--- src/rtl/if_stage_if.sv ---
// rtl/if_stage_if.sv - instruction-memory fetch bus between if_stage and imem
// Signals:
//   imem_req   fetch request (master -> slave)
//   imem_addr  fetch byte address, stable while imem_req=1 (master -> slave)
//   imem_ready request completes this cycle (slave -> master)
//   imem_rdata fetched instruction word, valid with imem_ready (slave -> master)
interface if_stage_if;
    logic        imem_req;
    logic [31:0] imem_addr;
    logic        imem_ready;
    logic [31:0] imem_rdata;

    modport master (
        output imem_req,
        output imem_addr,
        input  imem_ready,
        input  imem_rdata
    );

    modport slave (
        input  imem_req,
        input  imem_addr,
        output imem_ready,
        output imem_rdata
    );
endinterface

--- src/rtl/if_stage.sv ---
// rtl/if_stage.sv - instruction fetch stage with IF/ID pipeline register
// Ports:
//   clk           clock, rising edge
//   rst           asynchronous active-low reset
//   imem          fetch bus (master side): req/addr out, ready/rdata in
//   stall         hazard unit: hold PC and IF/ID
//   branch_taken  decode resolved a taken branch
//   Branch_Addr   branch target from decode
//   IFtoID_PC     PC+4 of the instruction held in IF/ID
//   IFtoID_inst   instruction held in IF/ID
//   IFtoID_valid  IF/ID holds a real instruction (0 = bubble)
module if_stage #(
    parameter logic [31:0] RESET_PC = 32'h0000_0000,
    parameter logic [31:0] NOP_INST = 32'h0000_0000
) (
    input  logic        clk,
    input  logic        rst,
    if_stage_if.master  imem,
    input  logic        stall,
    input  logic        branch_taken,
    input  logic [31:0] Branch_Addr,
    output logic [31:0] IFtoID_PC,
    output logic [31:0] IFtoID_inst,
    output logic        IFtoID_valid
);

    typedef enum logic [1:0] {
        ST_BOOT     = 2'd0,
        ST_FETCH    = 2'd1,
        ST_HELD     = 2'd2,
        ST_REDIRECT = 2'd3
    } state_t;

    state_t      r_state;
    logic [31:0] r_pc;
    logic        r_req;
    logic [31:0] r_skid;
    logic [31:0] r_redirect;
    logic [31:0] r_ifid_pc;
    logic [31:0] r_ifid_inst;
    logic        r_ifid_valid;

    logic        w_comp;
    logic [31:0] w_pc_plus4;

    // A completion needs our own request; ready without a request is ignored.
    assign w_comp     = r_req & imem.imem_ready;
    assign w_pc_plus4 = r_pc + 32'd4;

    assign imem.imem_req  = r_req;
    assign imem.imem_addr = r_pc;

    assign IFtoID_PC    = r_ifid_pc;
    assign IFtoID_inst  = r_ifid_inst;
    assign IFtoID_valid = r_ifid_valid;

    always_ff @(posedge clk or negedge rst) begin
        if (!rst) begin
            r_state      <= ST_BOOT;
            r_pc         <= RESET_PC;
            r_req        <= 1'b0;
            r_skid       <= 32'h0;
            r_redirect   <= 32'h0;
            r_ifid_pc    <= 32'h0;
            r_ifid_inst  <= NOP_INST;
            r_ifid_valid <= 1'b0;
        end else begin
            case (r_state)
                ST_BOOT: begin
                    r_state <= ST_FETCH;
                    r_req   <= 1'b1;
                end

                ST_FETCH: begin
                    if (stall) begin
                        // Park a completed word so the memory is not asked twice.
                        if (w_comp) begin
                            r_skid  <= imem.imem_rdata;
                            r_state <= ST_HELD;
                            r_req   <= 1'b0;
                        end
                    end else if (branch_taken) begin
                        r_ifid_pc    <= 32'h0;
                        r_ifid_inst  <= NOP_INST;
                        r_ifid_valid <= 1'b0;
                        if (w_comp) begin
                            r_pc <= Branch_Addr;
                        end else begin
                            // The request at the old PC must still finish before
                            // the address may move to the target.
                            r_redirect <= Branch_Addr;
                            r_state    <= ST_REDIRECT;
                        end
                    end else if (w_comp) begin
                        r_ifid_pc    <= w_pc_plus4;
                        r_ifid_inst  <= imem.imem_rdata;
                        r_ifid_valid <= 1'b1;
                        r_pc         <= w_pc_plus4;
                    end else begin
                        r_ifid_pc    <= 32'h0;
                        r_ifid_inst  <= NOP_INST;
                        r_ifid_valid <= 1'b0;
                    end
                end

                ST_HELD: begin
                    if (!stall) begin
                        if (branch_taken) begin
                            r_ifid_pc    <= 32'h0;
                            r_ifid_inst  <= NOP_INST;
                            r_ifid_valid <= 1'b0;
                            r_pc         <= Branch_Addr;
                        end else begin
                            r_ifid_pc    <= w_pc_plus4;
                            r_ifid_inst  <= r_skid;
                            r_ifid_valid <= 1'b1;
                            r_pc         <= w_pc_plus4;
                        end
                        r_state <= ST_FETCH;
                        r_req   <= 1'b1;
                    end
                end

                ST_REDIRECT: begin
                    // Decode only sees bubbles here, so stall/branch are moot.
                    r_ifid_pc    <= 32'h0;
                    r_ifid_inst  <= NOP_INST;
                    r_ifid_valid <= 1'b0;
                    if (w_comp) begin
                        r_pc    <= r_redirect;
                        r_state <= ST_FETCH;
                    end
                end

                default: begin
                    r_state <= ST_BOOT;
                    r_req   <= 1'b0;
                end
            endcase
        end
    end

endmodule

--- src/flat_wrapper.sv ---
// flat-port wrapper written by rule: the top's interface ports become plain ports
module if_stage_flat 
#(
    parameter logic [31:0] RESET_PC = 32'h0000_0000,
    parameter logic [31:0] NOP_INST = 32'h0000_0000
)
  (clk, rst, stall, branch_taken, Branch_Addr, IFtoID_PC, IFtoID_inst, IFtoID_valid, imem_imem_req, imem_imem_addr, imem_imem_ready, imem_imem_rdata);
  if_stage_if imem_i ();
  input  logic clk;
  input  logic rst;
  input  logic stall;
  input  logic branch_taken;
  input  logic [31:0] Branch_Addr;
  output logic [31:0] IFtoID_PC;
  output logic [31:0] IFtoID_inst;
  output logic IFtoID_valid;
  output wire logic [$bits(imem_i.imem_req)-1:0] imem_imem_req;
  output wire logic [$bits(imem_i.imem_addr)-1:0] imem_imem_addr;
  input wire logic [$bits(imem_i.imem_ready)-1:0] imem_imem_ready;
  input wire logic [$bits(imem_i.imem_rdata)-1:0] imem_imem_rdata;
  assign imem_imem_req = imem_i.imem_req;
  assign imem_imem_addr = imem_i.imem_addr;
  assign imem_i.imem_ready = imem_imem_ready;
  assign imem_i.imem_rdata = imem_imem_rdata;
  if_stage #(.RESET_PC(RESET_PC), .NOP_INST(NOP_INST)) u_core (.clk(clk), .rst(rst), .imem(imem_i), .stall(stall), .branch_taken(branch_taken), .Branch_Addr(Branch_Addr), .IFtoID_PC(IFtoID_PC), .IFtoID_inst(IFtoID_inst), .IFtoID_valid(IFtoID_valid));
endmodule
--- config.mk ---
export PLATFORM = sky130hd
export DESIGN_NAME = if_stage_flat
export DESIGN_NICKNAME = d
export VERILOG_FILES = /design/src/rtl/if_stage_if.sv /design/src/rtl/if_stage.sv /design/src/flat_wrapper.sv
export SDC_FILE = /design/constraint.sdc
export NUM_CORES = 1
export LEC_CHECK = 0
export CORE_MARGIN = 5
export CORE_UTILIZATION = 45
export CTS_BUF_LIST = sky130_fd_sc_hd__clkbuf_4
export CTS_CLUSTER_DIAMETER = 50
export DETAILED_ROUTE_END_ITERATION = 10
export GPL_ROUTABILITY_DRIVEN = 0
export PLACE_DENSITY = 0.75
export SLEW_MARGIN = 5
export SYNTH_ARGS = -nofsm -noshare
export SYNTH_HDL_FRONTEND = slang
export SYNTH_SLANG_ARGS = --single-unit
--- constraint.sdc ---
create_clock -name clk -period 2.21 [get_ports clk]
set_input_delay 0.221 -clock clk [delete_from_list [all_inputs] [get_ports clk]]
set_output_delay 0.221 -clock clk [all_outputs]
set_load 0.01 [all_outputs]
== Yosys cells after proc, flatten, opt, wreduce, memory -nomap -nowiden ==
Cells that the tools add are included.

* Flip-flop bits (word level): 164
* Output and inout bits: 98

* $add $sub $neg: 1
* Equal/unequal tests: 11
* Multiplexer cells: 37
* Bitwise operators: 3
* Reduce and logical (&&, ||, !) cells: 9

{| class="wikitable"
|+ Operators by type and width
! cell !! number
|-
| two-way mux 32 bit || 17
|-
| case mux 32 bit (3 select lines) || 3
|-
| adder 32 x 3 -> 32 bit, second input constant || 1
|-
| two-way mux 2 bit || 6
|-
| AND reduction 5 bit || 2
|-
| two-way mux 1 bit || 8
|-
| case mux 2 bit (4 select lines) || 1
|-
| AND reduction 4 bit || 2
|-
| != test 2 bit, second input constant || 3
|-
| != test 3 bit, second input constant || 2
|-
| case mux 1 bit (3 select lines) || 2
|-
| AND reduction 3 bit || 2
|-
| nonzero test 3 bit || 2
|-
| equality test 2 bit, second input constant || 2
|-
| != test 2 x 1 -> 1 bit, second input constant || 2
|-
| != test 3 x 2 -> 1 bit, second input constant || 1
|-
| equality test 2 x 1 -> 1 bit, second input constant || 1
|-
| logical NOT 2 bit || 1
|-
| inverter 1 bit || 2
|-
| bitwise AND 1 bit || 1
|}

== Logic depth before layout (Yosys ltp) ==
Gate-level depths: netlist of the first run.

* Depth after elaboration: 5
* Gate-level depth with buffers: 8
* Depth with buffers taken out: 6

== Worst setup path after synthesis of the first run ==
No wires, ideal clock.

* Path type: register to register
* Start: register u_core.r_pc[2] (netlist: u_core.imem.imem_addr[2])
* End: register u_core.r_ifid_pc[30] (netlist: u_core.IFtoID_PC[30])
* Library setup time: 0.126 ns
* Arrival time: 2.020 ns
* Data required time: 2.084 ns
* Slack: 0.063 ns
* Stages on the path, launching flop included: 8
* Path buffers: 1
* Path through: dfrtp_1 > ha_1 > nand4_1 > or3_1 > buf_2 > or4_4 > xor2_1 > o21ai_2

* Word-level cells in the longest chain between the ends: 5
* Elaborated cells on any way between the ends: 7

{| class="wikitable"
|+ Ends and longest elaborated chain
! what !! line !! RTL
|-
| start, declared || if_stage.sv:35 || <nowiki>logic [31:0] r_pc;</nowiki>
|-
| start signal, assigned || if_stage.sv:87 || <nowiki>r_pc <= Branch_Addr;</nowiki>
|-
| start signal, assigned || if_stage.sv:98 || <nowiki>r_pc <= w_pc_plus4;</nowiki>
|-
| start signal, assigned || if_stage.sv:112 || <nowiki>r_pc <= Branch_Addr;</nowiki>
|-
| adder 32 x 3 -> 32 bit (*) || if_stage.sv:48 || <nowiki>assign w_pc_plus4 = r_pc + 32'd4;</nowiki>
|-
| two-way mux 32 bit || if_stage.sv:94 || <nowiki>end else if (w_comp) begin</nowiki>
|-
| two-way mux 32 bit || if_stage.sv:82 || <nowiki>end else if (branch_taken) begin</nowiki>
|-
| two-way mux 32 bit || if_stage.sv:75 || <nowiki>if (stall) begin</nowiki>
|-
| case mux 32 bit (3 select lines) (*) || if_stage.sv:68 || <nowiki>case (r_state)</nowiki>
|-
| end signal, assigned || if_stage.sv:95 || <nowiki>r_ifid_pc <= w_pc_plus4;</nowiki>
|-
| end signal, assigned || if_stage.sv:114 || <nowiki>r_ifid_pc <= w_pc_plus4;</nowiki>
|-
| end, declared || if_stage.sv:39 || <nowiki>logic [31:0] r_ifid_pc;</nowiki>
|}

Mark *: on every way between the ends. The rest lies on a longest branch, timed or not. The select of a mux whose other input is x is not followed.
A chain may end at the register's enable or synchronous reset.

== Worst setup path in the final report of the first run ==
* Start: register u_core.r_pc[3] (netlist: u_core.imem.imem_addr[3])
* End: register u_core.r_pc[28] (netlist: u_core.imem.imem_addr[28])

* Word-level cells in the longest chain between the ends: 5
* Elaborated cells on any way between the ends: 7

{| class="wikitable"
|+ Ends and longest elaborated chain
! what !! line
|-
| adder 32 x 3 -> 32 bit (*) || if_stage.sv:48
|-
| two-way mux 32 bit || if_stage.sv:94
|-
| two-way mux 32 bit || if_stage.sv:82
|-
| two-way mux 32 bit || if_stage.sv:75
|-
| case mux 32 bit (3 select lines) (*) || if_stage.sv:68
|}

Marks and branches as above.

==> results of run 1 <==
synthesized netlist by cell type, types with 2 or more instances:
library cell               number  area, um^2
sky130_fd_sc_hd__a221oi_1       2       17.52
sky130_fd_sc_hd__nand3_1       26       130.1
sky130_fd_sc_hd__a21oi_1       42       210.2
sky130_fd_sc_hd__clkbuf_1      38       142.6
sky130_fd_sc_hd__nand2_1      102       382.9
sky130_fd_sc_hd__o41ai_1        3       26.28
sky130_fd_sc_hd__mux2i_1        2       20.02
sky130_fd_sc_hd__nand4_1        8       50.05
sky130_fd_sc_hd__o22ai_1       10       62.56
sky130_fd_sc_hd__inv_1         12       45.04
sky130_fd_sc_hd__a21o_1         2       15.01
sky130_fd_sc_hd__nor2_1        16       60.06
sky130_fd_sc_hd__and3_1         8       50.05
sky130_fd_sc_hd__or3_1          5       31.28
sky130_fd_sc_hd__o21a_1         2       15.01
sky130_fd_sc_hd__buf_1          7       26.28
sky130_fd_sc_hd__nand4b_1       2       17.52
sky130_fd_sc_hd__xor2_1         6       52.55
sky130_fd_sc_hd__a31oi_1        2       12.51
sky130_fd_sc_hd__nor4_1         7       43.79
sky130_fd_sc_hd__a22o_1        10       87.58
sky130_fd_sc_hd__and4_1         4       35.03
sky130_fd_sc_hd__dfrtp_1      164        4104
sky130_fd_sc_hd__a22oi_1       32       240.2
sky130_fd_sc_hd__buf_2          3       15.01
sky130_fd_sc_hd__xnor2_1       20       175.2
sky130_fd_sc_hd__and2_1         3       18.77
sky130_fd_sc_hd__nor2b_1        2       12.51
sky130_fd_sc_hd__or4_4          2       22.52
sky130_fd_sc_hd__a211o_1        2       17.52
sky130_fd_sc_hd__o31a_1         4       35.03
sky130_fd_sc_hd__o311a_1        2       20.02
sky130_fd_sc_hd__a32oi_1        2       17.52
sky130_fd_sc_hd__a32o_1         2       20.02
sky130_fd_sc_hd__or2_2          2       12.51
sky130_fd_sc_hd__mux2_2        63       709.4
sky130_fd_sc_hd__o21ai_0       66       330.3
sky130_fd_sc_hd__nor3_1         2       10.01
sky130_fd_sc_hd__o211ai_1       5       37.54
where the power goes:
| group | leakage (nW) | internal (W) | total, W | switching, W |
|---|---|---|---|---|
| clock network | 0.154 | 0.000702 | 0.00184 | 0.00114 |
| registers | 2.10 | 0.00392 | 0.00456 | 0.000645 |
| logic | 1.97 | 0.00214 | 0.00414 | 0.00201 |
flip-flops by register name, summed over array words and instances, names as in the netlist:
| register | cells |
|---|---|
| u_core.r_redirect | 32 |
| u_core.IFtoID_valid | 1 |
| u_core.IFtoID_inst | 32 |
| u_core.IFtoID_PC | 32 |
| u_core.imem.imem_addr | 32 |
| u_core.r_state | 2 |
| u_core.imem.imem_req | 1 |
| u_core.r_skid | 32 |
path summary, 6_finish.rpt:
check | cells past startpoint | slack, ps | endpoint | from
min in group clk | 2 | 280 | u_core.r_skid[27] | imem_imem_rdata[27]
worst min register to register | 1 | 490 | u_core.IFtoID_PC[17] | u_core.IFtoID_PC[17]
max in group asynchronous | 3 | 1450 | u_core.IFtoID_PC[17] | rst
worst max register to register | 5 | 130 | u_core.imem.imem_addr[28] | u_core.imem.imem_addr[3]
worst max-delay path | 5 | 130 | u_core.imem.imem_addr[28] | u_core.imem.imem_addr[3]
worst min-delay path | 2 | 110 | u_core.IFtoID_PC[22] | rst
timing repair:
| action | in CTS | in global routing |
|---|---|---|
| hold endpoints to repair | 164 | 0 |
| endpoints found under the setup margin | 0 | 0 |
| hold buffers | 1 | 0 |
final cells by class:
| type | count | area share |
|---|---|---|
| antenna | 1 | 0.0002474 |
| clock buffer | 17 | 0.01262 |
| inverter | 12 | 0.004453 |
| tap | 220 | 0.02721 |
| multi-input combinational | 488 | 0.3185 |
| sequential | 164 | 0.4057 |
| timing repair buffer | 220 | 0.2146 |
| clock inverter | 15 | 0.01670 |
kinds of logic after synthesis:
logic type | count (synthesis) | share of synthesized area
compound gates | 198 | 0.1667
xor+xnor | 26 | 0.03022
fa+ha+maj | 1 | 0.001660
buf+inv | 61 | 0.03138
flops | 164 | 0.5446
mux | 66 | 0.09829
simple gates | 197 | 0.1272
metal layers:
layer / share of wire / vias up
met1: 0.42 / 3056
met4: 0.029 / 0
met5: 0 / -
met2: 0.48 / 257
met3: 0.071 / 41
li1: - / 2971
per-stage QoR:
| stage | area (um^2) | util | cells | hold slack [ps] | power, W |
|---|---|---|---|---|---|
| floorplan | 7536 | - | 713 | -74.59 | 0.006781 |
| global placement | 9807 | 0.5935 | 1103 | 154.2 | 0.008620 |
| detailed placement | 9807 | 0.5935 | 1103 | 153.6 | 0.008751 |
| CTS | 10110 | 0.6120 | 1136 | 79.95 | 0.01060 |
| global route | 10120 | 0.6122 | 1137 | 105.2 | 0.01123 |
| finish | 10120 | 0.6122 | 1137 | 114.1 | 0.01054 |
worst register-to-register path, cell delays in order, from the launching register on:
cell and delay [ps]:
sky130_fd_sc_hd__dfrtp_1 430, sky130_fd_sc_hd__ha_1 180, sky130_fd_sc_hd__nand4_1 130, sky130_fd_sc_hd__or3_1 440
sky130_fd_sc_hd__or4_4 540, sky130_fd_sc_hd__o311ai_1 270
==> results.md, run 1 <==
* Peak-usage layer in the global routing report: met2
* Hold Vio Cnt, Final at 0
* Std-Cell Rows at between 40 and 50
* Relative slew slack at 0.4785
* Endpoint kind of the worst setup timing path: register
* Post-cts resize count at 0
* Grt met1 use at 0.2783
* Final net count at 973
* GRT Overall Usage at 0.2113
* Global-route wire length before repair at about 33000 um
* Clock root buffer: sky130_fd_sc_hd__clkbuf_4
* Synth-to-Final Area Change at 34.24%
* Sequential share of the synthesized area at 0.5446
* Setup-failing EPs final at 0
* Count of port buffers added during placement at about 170
* Leakage at 4.218 nW
* Commonest non-fill, non-tap cells in the layout: sky130_fd_sc_hd__clkdlybuf4s50_1, sky130_fd_sc_hd__dfrtp_1, sky130_fd_sc_hd__nand2_1
* Setup tns final at 0 ps
* Share of post-route cells with drive strength above 1 at 0.1769
* Die extent in y at 139.4 um
* Crit-path slowest cell: sky130_fd_sc_hd__or4_4
* Total congestion overflow at 0
* Power per standard cell area at 1042 mW/mm^2
* Total routed wirelength at ~20000 um
* Clock H-tree levels at 4
* Placeable core region at ~0.017 mm^2
* Worst clock skew at 23.07 ps
* First-pass DRT Iterations at 5
* Required arrival time at the worst endpoint at between 2000 and 3000 ps
* Highest Clock Rate at slightly below 500 MHz
* Register bit count reported by yosys at 164
* Total buffers and inverters traversed by the critical path at 0
* Delay-heaviest family, CP: simple AND/OR/NAND/NOR gates
* Initial standard-cell utilization of the core at 0.4560
* Area taken by flip-flops and latches at 0.004104 mm^2
* Proportion of synthesized flip-flops having asynchronous set or reset at 1.000
* Number of global-route vias before repair at ~6400
* Setup Slack @ Placement at approximately 48 ps
* DRC marker count from the first detailed-route iteration at roughly 400
* Maximum number of pins on one net before global-route repair at between 50 and 60
* Number of flops mapped to enable cells by yosys at 0
* Clock latency at the later pin of the worst-skew pair at between 500 and 600 ps
* Average detailed-routed wire length per instance at between 15 and 20 um
* Worst vdd ir at between 500 and 600 uV
* I/O pins at between 150 and 200
* Worst Path Class, Setup: reg2reg
* Hpwl dp at 14480 um
* Final worst slack at about 130 ps
* RSZ-0062 raised after global routing: false
* GR Util met2 at 0.3435
* M3 GR Usage at 0.04460
* Crit-path max cell delay at ~540 ps
* Clk sink count at 164
* Reg clk slew, reported paths at roughly 150 ps
* Tightest Pin Transition at around 780 ps
* Critical Path AT at between 2000 and 3000 ps
* DIE AREA at 0.01944 mm^2
* Die Span X at about 140 um
* Footprint of the multi-input gates at approximately 0.0032 mm^2
* CTS tree: built
* Critical-path maximum fanout at 5
* Detailed-route vias per instance at between 5 and 6
* Max-capacitance violation count at 0
* Count of different cell masters after synthesis at 60
* Total number of vias at 6325
* Initial antenna violation count at 1
* Post-synth net total at between 700 and 800
* Mean post-synth cell area at around 11 um^2
* Element type at the critical path start: register
* Post-synth design cell area at 0.007536 mm^2
* DRT antenna net count at 0
* Inserted Clock Buffers at 17
* Number of instances in the synthesized netlist at 713
* Status: finished clean
* Worst path cell trace: ha_1, nand4_1, or3_1, or4_4, o311ai_1
* Final critical-path share of the clock period at 0.9418
* Slew Limit Fails at 0
* # Post-CTS Setup Buffers at 0
* Commonest register cell after synthesis: sky130_fd_sc_hd__dfrtp_1
* Most frequent standard cell in the layout excluding fill and tap cells: sky130_fd_sc_hd__clkdlybuf4s50_1
* Number of buffers on the longest clock path at 2
* Min cycle time layout at approximately 2100 ps
* Synth Warn # at 0
* Min-Delay Path Class: in2async
* Total DRC errors in the routed layout at 0
* Number of fill cells in the layout at 1397
Note: power is estimated with default switching activity, not from simulation.
==> inputs of run 2 (changes only) <==
--- a/config.mk
+++ b/config.mk
@@ -5,6 +5,7 @@
 export SDC_FILE = /design/constraint.sdc
 export NUM_CORES = 1
 export LEC_CHECK = 0
+export ABC_AREA = 1
 export CORE_MARGIN = 5
 export CORE_UTILIZATION = 45
 export CTS_BUF_LIST = sky130_fd_sc_hd__clkbuf_4
==> run 2 against run 1 <==
Synthesized cell count grew 42%. Flip-flop and latch count is the same. Die area grew 5.2%. Total power grew 25%. Register-to-register slack gained 90 ps. Non-clock buffer count shrank 29. Cell area grew 1.6%. Via count grew 13%. Critical path type unchanged. Highest routed layer unchanged.
==> results.md, run 2 <==
* Min cycle time layout at around 2000 ps
* I/O pins at ~170
* Critical-path maximum fanout at 5
* Commonest register cell after synthesis: sky130_fd_sc_hd__dfrtp_1
* Sequential share of the synthesized area at 0.5157
* Std-Cell Rows at 48
* Area contributors post-synth: sky130_fd_sc_hd__dfrtp_1, sky130_fd_sc_hd__nand2_1, sky130_fd_sc_hd__o21ai_0
* Number of global-route vias before repair at 6901
* Total congestion overflow at 0
* Reg clk slew, reported paths at around 140 ps
* Total number of vias at 7166
* Number of flops mapped to enable cells by yosys at 0
* DRC marker count from the first detailed-route iteration at between 500 and 600
* Endpoint kind of the worst setup timing path: register
* Leakage at 4.852 nW
* RSZ-0062 raised after global routing: false
* Most frequent standard cell in the layout excluding fill and tap cells: sky130_fd_sc_hd__nand2_1
* DRT antenna net count at 0
* Average detailed-routed wire length per instance at 15.72 um
* Tightest Pin Transition at roughly 480 ps
* Number of instances in the synthesized netlist at 1009
* Post-cts hold buffer count at 1
* Relative slew slack at 0.6802
* Total DRC errors in the routed layout at 0
* Slew Limit Fails at 0
* Commonest non-fill, non-tap cells in the layout: sky130_fd_sc_hd__nand2_1, sky130_fd_sc_hd__clkdlybuf4s50_1, sky130_fd_sc_hd__dfrtp_1
* Worst vdd ir at roughly 600 uV
* CTS tree: built
* Most numerous cell in the Yosys netlist: sky130_fd_sc_hd__nand2_1
* Placeable core region at between 0.015 and 0.02 mm^2
* Total routed wirelength at 22120 um
* Crit-path slowest cell: sky130_fd_sc_hd__dfrtp_1
* Count of different cell masters after synthesis at 30
* Total buffers and inverters traversed by the critical path at 0
* Clock latency at the later pin of the worst-skew pair at between 500 and 600 ps
* Register bit count reported by yosys at about 160
* Dominant cell type by area after synthesis: sky130_fd_sc_hd__dfrtp_1
* Count of port buffers added during placement at ~170
* Post-synth design cell area at about 0.0080 mm^2
* Crit-path max cell delay at 470 ps
* Post-synth net total at approximately 1100
* Required arrival time at the worst endpoint at 2690 ps
* Initial antenna violation count at 1
* DIE AREA at 0.02044 mm^2
* Global-route wire length before repair at 35570 um
* Detailed-route vias per instance at around 5
* Delay-heaviest family, CP: simple AND/OR/NAND/NOR gates
* Clk sink count at around 160
* Post-cts resize count at 0
* Maximum number of pins on one net before global-route repair at just over 60
* Core Util, Final at 0.5943
* Cell with the most instances on the worst path: sky130_fd_sc_hd__nand2_1
* Element type at the critical path start: register
* Final critical-path share of the clock period at 0.9026
* Highest Clock Rate at 501.3 MHz
* Status: finished clean
* List of most frequent post-synthesis cells: sky130_fd_sc_hd__nand2_1, sky130_fd_sc_hd__dfrtp_1, sky130_fd_sc_hd__inv_1
* Setup-failing EPs final at 0
* GRT Overall Usage at 0.2210
* Initial standard-cell utilization of the core at 0.4601
* Hpwl dp at 16420 um
* # Post-CTS Setup Buffers at 0
* Die extent in y at about 140 um
* Min-Delay Path Class: in2async
* Power per standard cell area at between 1000 and 1500 mW/mm^2
* Worst path cell trace: ha_1, nand2_1, nor2_1, nand2_1, nor2_2, xnor2_1, nand2_1, nand2_1, a21oi_1
* Clock H-tree levels at 4
* First-pass DRT Iterations at 5
* Synth Warn # at 0
* Worst Path Class, Setup: reg2reg
* Final net count at roughly 1200
* Hold Vio Cnt, Final at 0
* Critical Path AT at 2470 ps
* Share of the synthesized area in the top cell type at 0.5157
* Setup tns final at 0 ps
* Mean post-synth cell area at between 7 and 8 um^2
* Inserted Clock Buffers at 17
* Share of post-route cells with drive strength above 1 at 0.06859
* Clock root buffer: sky130_fd_sc_hd__clkbuf_4
* Worst clock skew at just under 20 ps
* Max-capacitance violation count at 0
* Synth-to-Final Area Change at 29.17%
* Die Span X at around 140 um
* Number of buffers on the longest clock path at 2
* Proportion of synthesized flip-flops having asynchronous set or reset at 1.000
run 2: per-stage QoR:
stage | hold slack (ps) | cell area [um^2] | worst slack (ps) | instances | power (W)
global route | 116.4 | 10280 | 96.42 | 1407 | 0.01417
global placement | 168.4 | 9898 | 224.8 | 1373 | 0.01084
finish | 123.4 | 10280 | 215.2 | 1407 | 0.01319
CTS | 79.58 | 10280 | 203.2 | 1406 | 0.01321
floorplan | -74.59 | 7958 | 578.7 | 1009 | 0.008314
detailed placement | 167.8 | 9898 | 184.0 | 1373 | 0.01100
run 2: final cells by class:
cell class,instances,area [um^2]
Clock inverter,15,240.2
Inverter,112,420.4
Antenna cell,1,2.502
Clock buffer,17,127.6
Fill cell,1571,7018
Timing Repair Buffer,191,1891
Sequential cell,164,4104
Tap cell,225,281.5
Multi-Input combinational cell,682,3212
run 2: path summary, 6_finish.rpt:
kind	startpoint	endpoint	slack, ps	cells after the start
max	u_core.imem.imem_addr[2]	u_core.imem.imem_addr[18]	220	9
min	rst	u_core.IFtoID_inst[3]	120	2
max reg2reg	u_core.imem.imem_addr[2]	u_core.imem.imem_addr[18]	220	9
min reg2reg	u_core.IFtoID_inst[25]	u_core.IFtoID_inst[25]	490	2
max in group asynchronous	rst	u_core.imem.imem_addr[10]	1310	3
min in group clk	Branch_Addr[21]	u_core.r_redirect[21]	180	3
run 2: where the power goes:
group	leakage (nW)	internal [W]	total (W)	switching [W]
Clock	0.188	0.00104	0.00220	0.00116
Sequential	2.05	0.00418	0.00507	0.000897
Combinational	2.62	0.00255	0.00591	0.00336
Total	4.85	0.00778	0.0132	0.00542
run 2: logic make-up after synthesis:
kind of cell	synth area share
AOI/OAI and AO/OA	0.1366
and+or+nand+nor	0.2307
xor gates and xnor gates	0.01541
DFF	0.5157
muxes	0.01840
adders and majority gates	0.001572
buffers and inverters	0.08160
run 2: layer usage:
layer / part of all wire / track usage
met4: 0.033 / 0.08354
met5: 0 / 0
met1: 0.46 / 0.3129
met3: 0.062 / 0.04923
met2: 0.45 / 0.3338
==> inputs of run 3 (changes only) <==
--- a/config.mk
+++ b/config.mk
@@ -6,13 +6,14 @@
 export NUM_CORES = 1
 export LEC_CHECK = 0
 export ABC_AREA = 1
+export CAP_MARGIN = 20
 export CORE_MARGIN = 5
 export CORE_UTILIZATION = 45
 export CTS_BUF_LIST = sky130_fd_sc_hd__clkbuf_4
 export CTS_CLUSTER_DIAMETER = 50
 export DETAILED_ROUTE_END_ITERATION = 10
+export DONT_BUFFER_PORTS = 1
 export GPL_ROUTABILITY_DRIVEN = 0
-export PLACE_DENSITY = 0.75
 export SLEW_MARGIN = 5
 export SYNTH_ARGS = -nofsm -noshare
 export SYNTH_HDL_FRONTEND = slang
==> run 3 against run 2 <==
Total power decreased by 10%. First-iteration DRC count increased by 4.9%. Highest routed layer unchanged. Combinational power is 25% lower. Setup slack better by 2.6 ps. Die area is the same. Cell area down 10%. The flow now finishes with violations (negative hold slack). Critical path depth unchanged. Via count is 6.0% lower. Register-to-register slack barely moved. Sequential power increased by 7.9%. Largest cell class unchanged.
==> results.md, run 3 (synthesized netlist as in run 2, its figures left out) <==
* Status: complete, but fails checks
* Violations in the final reports: negative hold slack
* Highest Clock Rate at between 500 and 600 MHz
* Required arrival time at the worst endpoint at 2660 ps
* Final total power at roughly 0.012 W
* Reg-to-reg critical path endpoint: u_core.imem.imem_addr[14]
* Worst clock skew at between 20 and 25 ps
* Die extent in y at 143.0 um
* Clock latency at the later pin of the worst-skew pair at ~570 ps
* Detailed-route vias per instance at between 5 and 6
* Endpoint kind of the worst setup timing path: register
* Worst reg2reg path startpoint: u_core.imem.imem_addr[3]
* Clock root buffer: sky130_fd_sc_hd__clkbuf_4
* Clock group share of total power at 0.168
* Post-cts hold buffer count at 66
* Critical-path maximum fanout at 4
* Top Layer Used: met4
* Total DRC errors in the routed layout at 0
* Power per standard cell area at approximately 1300 mW/mm^2
* Final-layout worst hold slack at -673.3 ps
* Met2 wirelength from detailed routing at between 9000 and 10000 um
* CTS tree: built
* Met3 wire length at roughly 1800 um
* Share of post-route cells with drive strength above 1 at 0.06803
* GRT Overall Usage at 0.2220
* Synth-to-Final Area Change at 15.72%
* Switching power share of the total at 0.4420
* Element type at the critical path start: register
* RSZ-0062 raised after global routing: false
* Worst reg2reg path depth at 9
* Final critical-path share of the clock period at 0.9014
* DRT antenna net count at 0
* Worst Path Class, Setup: reg2reg
* Hpwl dp at 15400 um
* Average detailed-routed wire length per instance at approximately 17 um
* Clock H-tree levels at 4
* Final net count at 1130
* # Post-CTS Setup Buffers at 0
* Total number of vias at ~6700
* Number of buffers on the longest clock path at 2
* Placeable core region at 0.01730 mm^2
* Net Sw Power at about 0.0053 W
* DIE AREA at 0.02044 mm^2
* Leakage at approximately 4.5 nW
* Number of global-route vias before repair at roughly 6300
* Max-capacitance violation count at 0
* Inserted Clock Buffers at 17
* Relative slew slack at 0.2913
* Initial standard-cell utilization of the core at 0.4601
* Global-route wire length before repair at approximately 35000 um
* Reg2Reg Setup Slack at approximately 220 ps
* Worst vdd ir at around 560 uV
* Most frequent standard cell in the layout excluding fill and tap cells: sky130_fd_sc_hd__nand2_1
* Total congestion overflow at 0
* I/O pins at about 170
* Tightest Pin Transition at around 1100 ps
* Die Span X at around 140 um
* Core Util, Final at 0.5324
* Maximum number of pins on one net before global-route repair at 165
* DRC marker count from the first detailed-route iteration at roughly 530
* Total routed wirelength at between 20000 and 25000 um
* Combinational Power Share at 0.372
* Std-Cell Rows at 48
* Sequential fraction of design power at 0.460
* Slew Limit Fails at 0
* Hold Vio Cnt, Final at approximately 160
* Commonest non-fill, non-tap cells in the layout: sky130_fd_sc_hd__nand2_1, sky130_fd_sc_hd__dfrtp_1, sky130_fd_sc_hd__inv_1
* Setup-failing EPs final at 0
* Clk sink count at ~160
* Min cycle time layout at 1992 ps
* Cell-internal power at ~0.0066 W
* Critical Path AT at 2440 ps
* Setup tns final at 0 ps
* Initial antenna violation count at 1
* First-pass DRT Iterations at 5
* Min-Delay Path Class: in2async
* Count of port buffers added during placement at 0
* Met1 layer wirelength in the final routing at between 10000 and 15000 um
* Worst Setup SP: u_core.imem.imem_addr[3]
* Reg clk slew, reported paths at approximately 150 ps
==> run 3: repair_timing <==
item                                    in CTS  in global routing
endpoints found under the hold margin      295                164
endpoints found under the setup margin       0                 35
resized for setup                            0                  2
==> run 3: worst max-delay path by stage <==
stage                                           end  slack [ps]
after floorplan                u_core.IFtoID_PC[22]         580
after global placement         u_core.IFtoID_PC[26]         310
after detailed placement       u_core.IFtoID_PC[26]         240
after CTS                     u_core.r_redirect[16]          20
after global routing      u_core.imem.imem_addr[14]          10
final                     u_core.imem.imem_addr[14]         220
==> run 3: power groups by stage <==
stage / Sequential [W] / Combinational (W) / Clock, W
2_1_floorplan: 0.00514 / 0.00317 / 0
3_3_place_gp: 0.00552 / 0.00423 / 0
3_5_place_dp: 0.00554 / 0.00429 / 0
4_1_cts: 0.00547 / 0.00443 / 0.00206
5_1_grt: 0.00561 / 0.00504 / 0.00217
6_report: 0.00547 / 0.00442 / 0.00199
==> run 3: final cells by class <==
type	instances	area, um^2
diodes	1	2.502
fillers	1680	8088
flip-flops and latches	164	4104
clock buffers	17	127.6
multi-input cells	682	3217
inverters	112	420.4
clock inverters	15	190.2
repair buffers	83	865.8
well taps	225	281.5
==> run 3: per-stage QoR <==
step                      cell area (um^2)  setup WS, ps  cells  hold WS, ps
after floorplan                       7958         578.7   1009       -74.59
after global placement                8220         309.9   1200       -68.73
after detailed placement              8220         235.6   1200       -69.95
after CTS                             9199         20.08   1298       -738.9
after global routing                  9209         12.14   1299       -744.4
final                                 9209         217.8   1299       -673.3
==> run 3: worst max-delay path, cell delays in order (launching register included) <==
cell	delay, ps
sky130_fd_sc_hd__dfrtp_1	500
sky130_fd_sc_hd__ha_1	220
sky130_fd_sc_hd__nand2_1	80
sky130_fd_sc_hd__nor2_1	220
sky130_fd_sc_hd__nand2_1	210
sky130_fd_sc_hd__nor2_1	260
sky130_fd_sc_hd__xnor2_1	200
sky130_fd_sc_hd__nand2_1	80
sky130_fd_sc_hd__nand2_1	70
sky130_fd_sc_hd__a21oi_1	50
==> run 3: routing by layer <==
layer	track usage	vias to the layer above
met5	0	-
met4	0.05753	0
met3	0.06832	21
met2	0.3106	194
met1	0.3348	3192
li1	-	3330
